### config.mk
export PLATFORM = sky130hd
export DESIGN_NAME = xdisp_scan
export DESIGN_NICKNAME = d
export VERILOG_FILES = /design/src/rtl/xdisp_scan_pkg.sv /design/src/rtl/xdisp_scan_xseg_dec.sv /design/src/rtl/xdisp_scan.sv
export SDC_FILE = /design/constraint.sdc
export NUM_CORES = 1
export LEC_CHECK = 0
export CAP_MARGIN = 20
export CELL_PAD_IN_SITES_DETAIL_PLACEMENT = 1
export CELL_PAD_IN_SITES_GLOBAL_PLACEMENT = 1
export CORE_ASPECT_RATIO = 0.75
export CORE_MARGIN = 10
export CORE_UTILIZATION = 35
export CTS_BUF_LIST = sky130_fd_sc_hd__clkbuf_8
export DETAILED_ROUTE_END_ITERATION = 10
export PLACE_DENSITY = 0.74
export RECOVER_POWER = 100
export SYNTH_ARGS = -nofsm -noshare
export SYNTH_HDL_FRONTEND = slang
export SYNTH_HIERARCHICAL = 1
export SYNTH_SLANG_ARGS = --single-unit
### constraint.sdc
create_clock -name clk -period 7.7 [get_ports clk]
set_clock_uncertainty 0.15 [all_clocks]
set_input_delay 2.31 -clock clk [delete_from_list [all_inputs] [get_ports clk]]
set_output_delay 2.31 -clock clk [all_outputs]
set_load 0.01 [all_outputs]
### src/rtl/xdisp_scan_pkg.sv
// -----------------------------------------------------------------------------
// xdisp_scan_pkg
// Shared types and constants for the multiplexed 7-segment display scanner.
//   - nibble_t / seg_t : hex digit and active-low segment vector types
//   - XDISP_BLANK      : full output blank (all segments and dp off)
//   - SEG_BLANK        : segment-only blank used for leading-zero blanking
//   - XSEG_0..XSEG_F   : active-low {g,f,e,d,c,b,a} patterns for hex digits
//   - seg_lookup()     : nibble -> segment pattern
// -----------------------------------------------------------------------------
package xdisp_scan_pkg;

    typedef logic [3:0] nibble_t;
    typedef logic [6:0] seg_t;

    localparam logic [7:0] XDISP_BLANK = 8'hFF;
    localparam seg_t       SEG_BLANK   = 7'h7F;

    // Segment patterns, bit order {g,f,e,d,c,b,a}, 0 = segment lit.
    localparam seg_t XSEG_0 = 7'h40;
    localparam seg_t XSEG_1 = 7'h79;
    localparam seg_t XSEG_2 = 7'h24;
    localparam seg_t XSEG_3 = 7'h30;
    localparam seg_t XSEG_4 = 7'h19;
    localparam seg_t XSEG_5 = 7'h12;
    localparam seg_t XSEG_6 = 7'h02;
    localparam seg_t XSEG_7 = 7'h78;
    localparam seg_t XSEG_8 = 7'h00;
    localparam seg_t XSEG_9 = 7'h10;
    localparam seg_t XSEG_A = 7'h08;
    localparam seg_t XSEG_B = 7'h03;
    localparam seg_t XSEG_C = 7'h46;
    localparam seg_t XSEG_D = 7'h21;
    localparam seg_t XSEG_E = 7'h06;
    localparam seg_t XSEG_F = 7'h0E;

    function automatic seg_t seg_lookup(input nibble_t nib);
        seg_t seg;
        case (nib)
            4'h0:    seg = XSEG_0;
            4'h1:    seg = XSEG_1;
            4'h2:    seg = XSEG_2;
            4'h3:    seg = XSEG_3;
            4'h4:    seg = XSEG_4;
            4'h5:    seg = XSEG_5;
            4'h6:    seg = XSEG_6;
            4'h7:    seg = XSEG_7;
            4'h8:    seg = XSEG_8;
            4'h9:    seg = XSEG_9;
            4'hA:    seg = XSEG_A;
            4'hB:    seg = XSEG_B;
            4'hC:    seg = XSEG_C;
            4'hD:    seg = XSEG_D;
            4'hE:    seg = XSEG_E;
            4'hF:    seg = XSEG_F;
            default: seg = SEG_BLANK;
        endcase
        return seg;
    endfunction

endpackage

### src/rtl/xdisp_scan_xseg_dec.sv
// -----------------------------------------------------------------------------
// xseg_dec
// Combinational hex nibble to active-low 7-segment decoder.
//   nib : in  4  hex digit
//   seg : out 7  segments {g,f,e,d,c,b,a}, 0 = lit
// -----------------------------------------------------------------------------
module xseg_dec
    import xdisp_scan_pkg::*;
(
    input  logic [3:0] nib,
    output logic [6:0] seg
);

    // Table lookup of the segment pattern.
    always_comb begin
        seg = seg_lookup(nib);
    end

endmodule

### src/rtl/xdisp_scan.sv
// -----------------------------------------------------------------------------
// xdisp_scan
// Multiplexed 7-segment display scanner. Software writes a packed hex word
// into a shadow register; it is copied to the active register only at a frame
// boundary so a frame is never torn. Active digits are scanned one at a time,
// each held REFRESH_CNT clock cycles.
//
// Ports
//   clk        in   1           system clock, rising edge
//   rst        in   1           synchronous active-high reset
//   wr_en      in   1           write strobe
//   wr_data    in   4*N_DIGITS  packed nibbles, digit 0 rightmost
//   wr_dp      in   N_DIGITS    decimal point per digit (1 = lit)
//   Disp       out  8           active-low segments {dp,g,f,e,d,c,b,a}
//   Disp_sel   out  N_DIGITS    active-low one-cold digit enables
//   frame_done out  1           pulse after the last digit's slot ends
//
// Configuration macro
//   XDISP_LZ_BLANK_EN : when defined, leading zero digits (other than digit 0)
//                       have their segments blanked; dp is still driven.
// -----------------------------------------------------------------------------
module xdisp_scan
    import xdisp_scan_pkg::*;
#(
    parameter int N_DIGITS    = 4,
    parameter int REFRESH_CNT = 50000,
    parameter int CNT_W       = 16
) (
    input  logic                    clk,
    input  logic                    rst,
    input  logic                    wr_en,
    input  logic [4*N_DIGITS-1:0]   wr_data,
    input  logic [N_DIGITS-1:0]     wr_dp,
    output logic [7:0]              Disp,
    output logic [N_DIGITS-1:0]     Disp_sel,
    output logic                    frame_done
);

    localparam int                IDX_W    = (N_DIGITS > 1) ? $clog2(N_DIGITS) : 1;
    localparam logic [CNT_W-1:0]  CNT_LAST = CNT_W'(REFRESH_CNT - 1);
    localparam logic [IDX_W-1:0]  IDX_LAST = IDX_W'(N_DIGITS - 1);

    logic [CNT_W-1:0]        cnt_q,      cnt_d;
    logic [IDX_W-1:0]        idx_q,      idx_d;
    logic [4*N_DIGITS-1:0]   shd_nib_q,  shd_nib_d;
    logic [N_DIGITS-1:0]     shd_dp_q,   shd_dp_d;
    logic [4*N_DIGITS-1:0]   act_nib_q,  act_nib_d;
    logic [N_DIGITS-1:0]     act_dp_q,   act_dp_d;
    logic                    pend_q,     pend_d;
    logic [7:0]              disp_q,     disp_d;
    logic [N_DIGITS-1:0]     sel_q,      sel_d;
    logic                    fdone_q,    fdone_d;

    logic                    wrap_s;
    logic                    frame_bnd_s;
    logic [3:0]              sel_nib_s;
    logic                    sel_dp_s;
    logic                    sel_lz_s;
    logic [N_DIGITS-1:0]     lz_s;
    logic [6:0]              dec_seg_s;

    // Refresh counter, digit index and frame-boundary detection.
    always_comb begin
        wrap_s      = (cnt_q == CNT_LAST);
        frame_bnd_s = wrap_s && (idx_q == IDX_LAST);
        if (wrap_s) begin
            cnt_d = {CNT_W{1'b0}};
            if (idx_q == IDX_LAST) begin
                idx_d = {IDX_W{1'b0}};
            end else begin
                idx_d = idx_q + IDX_W'(1);
            end
        end else begin
            cnt_d = cnt_q + CNT_W'(1);
            idx_d = idx_q;
        end
    end

    // Shadow / active / pending update. A write landing exactly on the frame
    // boundary goes straight to the active register so it is not held back a
    // whole frame.
    always_comb begin
        shd_nib_d = shd_nib_q;
        shd_dp_d  = shd_dp_q;
        act_nib_d = act_nib_q;
        act_dp_d  = act_dp_q;
        pend_d    = pend_q;
        if (frame_bnd_s) begin
            pend_d = 1'b0;
            if (wr_en) begin
                shd_nib_d = wr_data;
                shd_dp_d  = wr_dp;
                act_nib_d = wr_data;
                act_dp_d  = wr_dp;
            end else if (pend_q) begin
                act_nib_d = shd_nib_q;
                act_dp_d  = shd_dp_q;
            end else begin
                act_nib_d = act_nib_q;
                act_dp_d  = act_dp_q;
            end
        end else if (wr_en) begin
            shd_nib_d = wr_data;
            shd_dp_d  = wr_dp;
            pend_d    = 1'b1;
        end else begin
            pend_d = pend_q;
        end
    end

`ifdef XDISP_LZ_BLANK_EN
    logic lz_run_s;

    // Leading-zero mask: walk down from the top digit while digits stay zero.
    // Digit 0 is never included so a zero value still shows one digit.
    always_comb begin
        lz_run_s = 1'b1;
        lz_s     = {N_DIGITS{1'b0}};
        for (int i = N_DIGITS - 1; i > 0; i--) begin
            lz_run_s = lz_run_s & (act_nib_q[4*i +: 4] == 4'h0);
            lz_s[i]  = lz_run_s;
        end
    end
`else
    assign lz_s = {N_DIGITS{1'b0}};
`endif

    // Select the nibble, dp and blank flag of the currently scanned digit.
    always_comb begin
        sel_nib_s = 4'h0;
        sel_dp_s  = 1'b0;
        sel_lz_s  = 1'b0;
        for (int i = 0; i < N_DIGITS; i++) begin
            if (idx_q == IDX_W'(i)) begin
                sel_nib_s = act_nib_q[4*i +: 4];
                sel_dp_s  = act_dp_q[i];
                sel_lz_s  = lz_s[i];
            end else begin
                sel_nib_s = sel_nib_s;
            end
        end
    end

    xseg_dec u_xseg_dec (
        .nib (sel_nib_s),
        .seg (dec_seg_s)
    );

    // Next values of the registered outputs.
    always_comb begin
        if (sel_lz_s) begin
            disp_d = {~sel_dp_s, SEG_BLANK};
        end else begin
            disp_d = {~sel_dp_s, dec_seg_s};
        end
        for (int i = 0; i < N_DIGITS; i++) begin
            sel_d[i] = (idx_q != IDX_W'(i));
        end
        fdone_d = frame_bnd_s;
    end

    // State and output registers with synchronous reset.
    always_ff @(posedge clk) begin
        if (rst) begin
            cnt_q     <= {CNT_W{1'b0}};
            idx_q     <= {IDX_W{1'b0}};
            shd_nib_q <= {(4*N_DIGITS){1'b0}};
            shd_dp_q  <= {N_DIGITS{1'b0}};
            act_nib_q <= {(4*N_DIGITS){1'b0}};
            act_dp_q  <= {N_DIGITS{1'b0}};
            pend_q    <= 1'b0;
            disp_q    <= XDISP_BLANK;
            sel_q     <= {N_DIGITS{1'b1}};
            fdone_q   <= 1'b0;
        end else begin
            cnt_q     <= cnt_d;
            idx_q     <= idx_d;
            shd_nib_q <= shd_nib_d;
            shd_dp_q  <= shd_dp_d;
            act_nib_q <= act_nib_d;
            act_dp_q  <= act_dp_d;
            pend_q    <= pend_d;
            disp_q    <= disp_d;
            sel_q     <= sel_d;
            fdone_q   <= fdone_d;
        end
    end

    assign Disp       = disp_q;
    assign Disp_sel   = sel_q;
    assign frame_done = fdone_q;

endmodule

==> Implementation_results.wiki <==
{| class="wikitable"
! Metric !! Value
|-
| Outcome || finished, violations left
|-
| Violated checks || max-capacitance violations, max-slew violations
|-
| Max transition margin || -1.42%
|-
| TritonCTS clock tree || done
|-
| Wirelength per Cell || 15.2 um
|-
| Total setup buffers inserted after CTS || 0
|-
| Part of the total power dissipated in sequential elements || 50.1%
|-
| Area Overhead vs Synth || 21.4%
|-
| DIE AREA || 13100 sq um
|-
| Endpoint of the lowest-slack register-to-register path || Disp[3]$_SDFF_PP1_
|-
| Source-to-sink clock delay at the later pin of the worst-skew pair || 350 ps
|-
| Worst reg2reg path depth || 11
|-
| Number of max-slew violations in the final report || 22
|-
| Horizontal die dimension || 129 um
|-
| FFs w/ async S/R, synth || 0%
|-
| TritonRoute pass-1 iters || 4
|-
| Global-route wire length before repair || 12100 um
|-
| Critical Path RT || 7780 ps
|-
| Antenna violation net count after detailed routing || 0
|-
| Level count of the clock H-tree || 3
|-
| Pin count of the biggest net entering global routing || 33
|-
| Final hold viol count || 0
|-
| Post-synthesis cell count || 319
|-
| Cell with the most instances after synthesis || dfxtp_1
|-
| Fraction of synthesized cell area taken by the top area cell type || 46.4%
|-
| Effective utilization at floorplan || 36.3%
|-
| Mean area per synthesized cell || 9.73 sq um
|-
| Cell area after synthesis || 3100 sq um
|-
| Category of the critical setup timing path || input port to register
|-
| DR DRC count || 0
|-
| Fraction of power consumed by combinational cells || 5.3%
|-
| Max-cap check violation count || 1
|-
| Final critical path time including I/O delays and setup || 5460 ps
|-
| Worst reg2reg path startpoint || idx_q[1]$_SDFFE_PP0N_
|-
| Worst IR drop on VDD || 0.0860 mV
|-
| Count of synthesis-stage warnings from yosys || 6
|-
| Crit path arrival time || 5540 ps
|-
| DRC violation total after the first TritonRoute iteration || 82
|-
| Total Routing Usage GR || 11.3%
|-
| Final Instance Area || 3770 sq um
|-
| Top cells by area in the synthesized netlist || dfxtp_1 (46%), mux2i_1 (8.1%), mux2_2 (6.2%)
|-
| Diodes inserted || 0
|-
| Count of hold buffers inserted by post-cts repair || 0
|-
| Top cells by instance count after synthesis || dfxtp_1 (72), nor2_1 (41), mux2i_1 (25)
|-
| RePlAce Congestion || 0.795
|-
| Main flop type after synthesis || dfxtp_1
|-
| Number of distinct standard cells referenced by the synthesized netlist || 40
|-
| Area of the multi-input gates || 1560 sq um
|-
| Standby leakage power || 1.42 nW
|-
| Critical path endpoint category || register
|-
| Filler instances || 969
|-
| Top-Level Pins || 36
|-
| Area taken by flip-flops and latches || 1440 sq um
|-
| Setup crit start kind || input port
|-
| Leftover overflow at the end of global routing || 0
|-
| IO Port Bufs || 35
|-
| Number of instances resized during post-cts repair || 0
|-
| Number of nets in the final layout || 388
|-
| CTS clock-pin slew for the worst setup and hold paths || 80 ps
|-
| Worst-case hold slack || 326 ps
|-
| Worst Hold End || cnt_q[0]$_SDFF_PP0_
|-
| Number of cells on the worst hold path || 1
|-
| Placed standard-cell area || 3550 sq um
|-
| Sw Share || 22.4%
|-
| Largest area contributor in the synthesized netlist || dfxtp_1
|-
| Ratio of cells with drive above 1 in the final layout || 13.4%
|-
| Total nets after synthesis || 354
|-
| Fin crit share || 70.9%
|-
| Antenna violations before repair || 0
|-
| Worst slew pin tran || 1520 ps
|-
| Number of synthesized flops with an enable pin || 0
|-
| Die extent in y || 102 um
|-
| Total power density per cell area || 204 nW/um^2
|-
| Vias in the first global route || 2458
|-
| Sequential-to-total area share from yosys stat || 46.4%
|-
| Type of the worst min-delay path || register to register
|-
| Half-perimeter wire length after placement || 5100 um
|-
| Unrepaired setup endpoints after global routing || false
|-
| Total net switching power || 0.172 mW
|-
| Detailed Route WL || 7090 um
|-
| Worst Path Max Fanout || 21
|-
| Worst-case register-to-register setup slack || 4240 ps
|-
| Internal power || 0.597 mW
|-
| Min-Delay Startpoint || cnt_q[0]$_SDFF_PP0_
|-
| Final total negative setup slack || 0 ps
|-
| Via count || 2258
|-
| Sinks on Clock Net || 72
|-
| Relative contribution of the clock network to total power || 44.6%
|-
| Max Freq || 0.183 GHz
|-
| Number of synthesized register bits || 72
|-
| Number of CTS-inserted buffers || 9
|-
| Average vias per placed instance || 4.85
|-
| Floorplan core area || 8560 sq um
|-
| Cell at the root of the clock tree || clkbuf_8
|-
| Placement row count || 29
|-
| Endpoints failing setup || 0
|-
| Number of buffers between clock root and the deepest sink || 2
|}
per-stage QoR:
step,setup slack [ps],power [mW],cells,utilization [%]
finish,2240,0.769,466,44.0
global route,1910,0.802,466,44.0
CTS,3150,0.782,466,44.1
detailed placement,2780,0.437,450,41.5
global placement,2860,0.435,450,41.5
floorplan,4130,0.415,319,-
metal layers:
metal	GRT usage (%)	part of all wire (%)	vias to the layer above	wire (um)
li1	-	-	1138	-
met1	13.9	49	1077	3460
met2	18.2	45	33	3180
met3	4.07	5.2	10	365
met4	3.40	1.1	0	81
met5	0	0	-	0
cells by family (layout without fill, tap and decap cells):
family / Yosys count / count (layout) / share of synthesized area [%]
XOR/XNOR: 13 / 13 / 3.67
AND/OR/NAND/NOR: 123 / 123 / 20.6
flip-flops: 72 / 72 / 46.4
adder cells (fa/ha/maj): 12 / 12 / 4.84
buffers and inverters: 26 / 65 / 3.35
multiplexers: 46 / 46 / 16.0
AO/OA/AOI/OAI: 27 / 27 / 5.12
power by group through the flow:
stage,clock [mW],sequential [mW],combinational [mW]
floorplan,0,0.394,0.0205
global placement,0,0.394,0.0414
detailed placement,0,0.394,0.0427
CTS,0.353,0.385,0.0432
global route,0.370,0.386,0.0457
finish,0.343,0.385,0.0408
worst max path at each step:
stage	slack, ps	to	start
2_1_floorplan	4130	act_nib_q[0]$_SDFFE_PP0P_	wr_en
3_3_place_gp	2860	act_nib_q[10]$_SDFFE_PP0P_	wr_en
3_5_place_dp	2780	act_nib_q[10]$_SDFFE_PP0P_	wr_en
4_1_cts	3150	act_nib_q[0]$_SDFFE_PP0P_	wr_en
5_1_grt	1910	cnt_q[5]$_SDFF_PP0_	rst
6_report	2240	act_nib_q[10]$_SDFFE_PP0P_	wr_en
worst max-delay path: stages:
cell	delay, ps
dlygate4sd3_1	530
clkbuf_1	1100
nor2_1	180
nand3b_1	820
mux2_1	580
cell type report:
cell class / count / area share, %
flip-flops and latches: 72 / 38.2
multi-input cells: 221 / 41.4
well taps: 108 / 3.58
repair buffers: 38 / 9.69
clock buffers: 10 / 3.65
clock inverters: 6 / 2.39
inverters: 11 / 1.10
registers in the layout, indices dropped and copies added (netlist names):
register / flops
act_nib_q: 16
cnt_q: 16
frame_done: 1
Disp: 8
shd_nib_q: 16
shd_dp_q: 4
act_dp_q: 4
pend_q: 1
Disp_sel: 4
idx_q: 2
cells in the final DEF, fill, tap and decap left out, types with 2 or more instances in the layout:
| cell | count |
|---|---|
| nor3_1 | 5 |
| a21oi_1 | 10 |
| nand3b_1 | 5 |
| nor4_1 | 2 |
| o21ai_0 | 9 |
| xor2_1 | 2 |
| nand2_1 | 21 |
| clkdlybuf4s50_1 | 20 |
| mux2_2 | 17 |
| nand4_1 | 4 |
| dlygate4sd3_1 | 15 |
| ha_1 | 12 |
| clkbuf_8 | 10 |
| clkbuf_1 | 2 |
| dfxtp_1 | 72 |
| inv_1 | 10 |
| nand3_1 | 6 |
| or4bb_1 | 2 |
| mux2i_1 | 25 |
| mux2_1 | 3 |
| nor2b_1 | 20 |
| or3_1 | 4 |
| xnor2_1 | 11 |
| nor2_1 | 41 |
| or2_2 | 7 |
| bufinv_16 | 2 |
| inv_6 | 2 |
No activity file was read; power rests on OpenSTA's default activity.
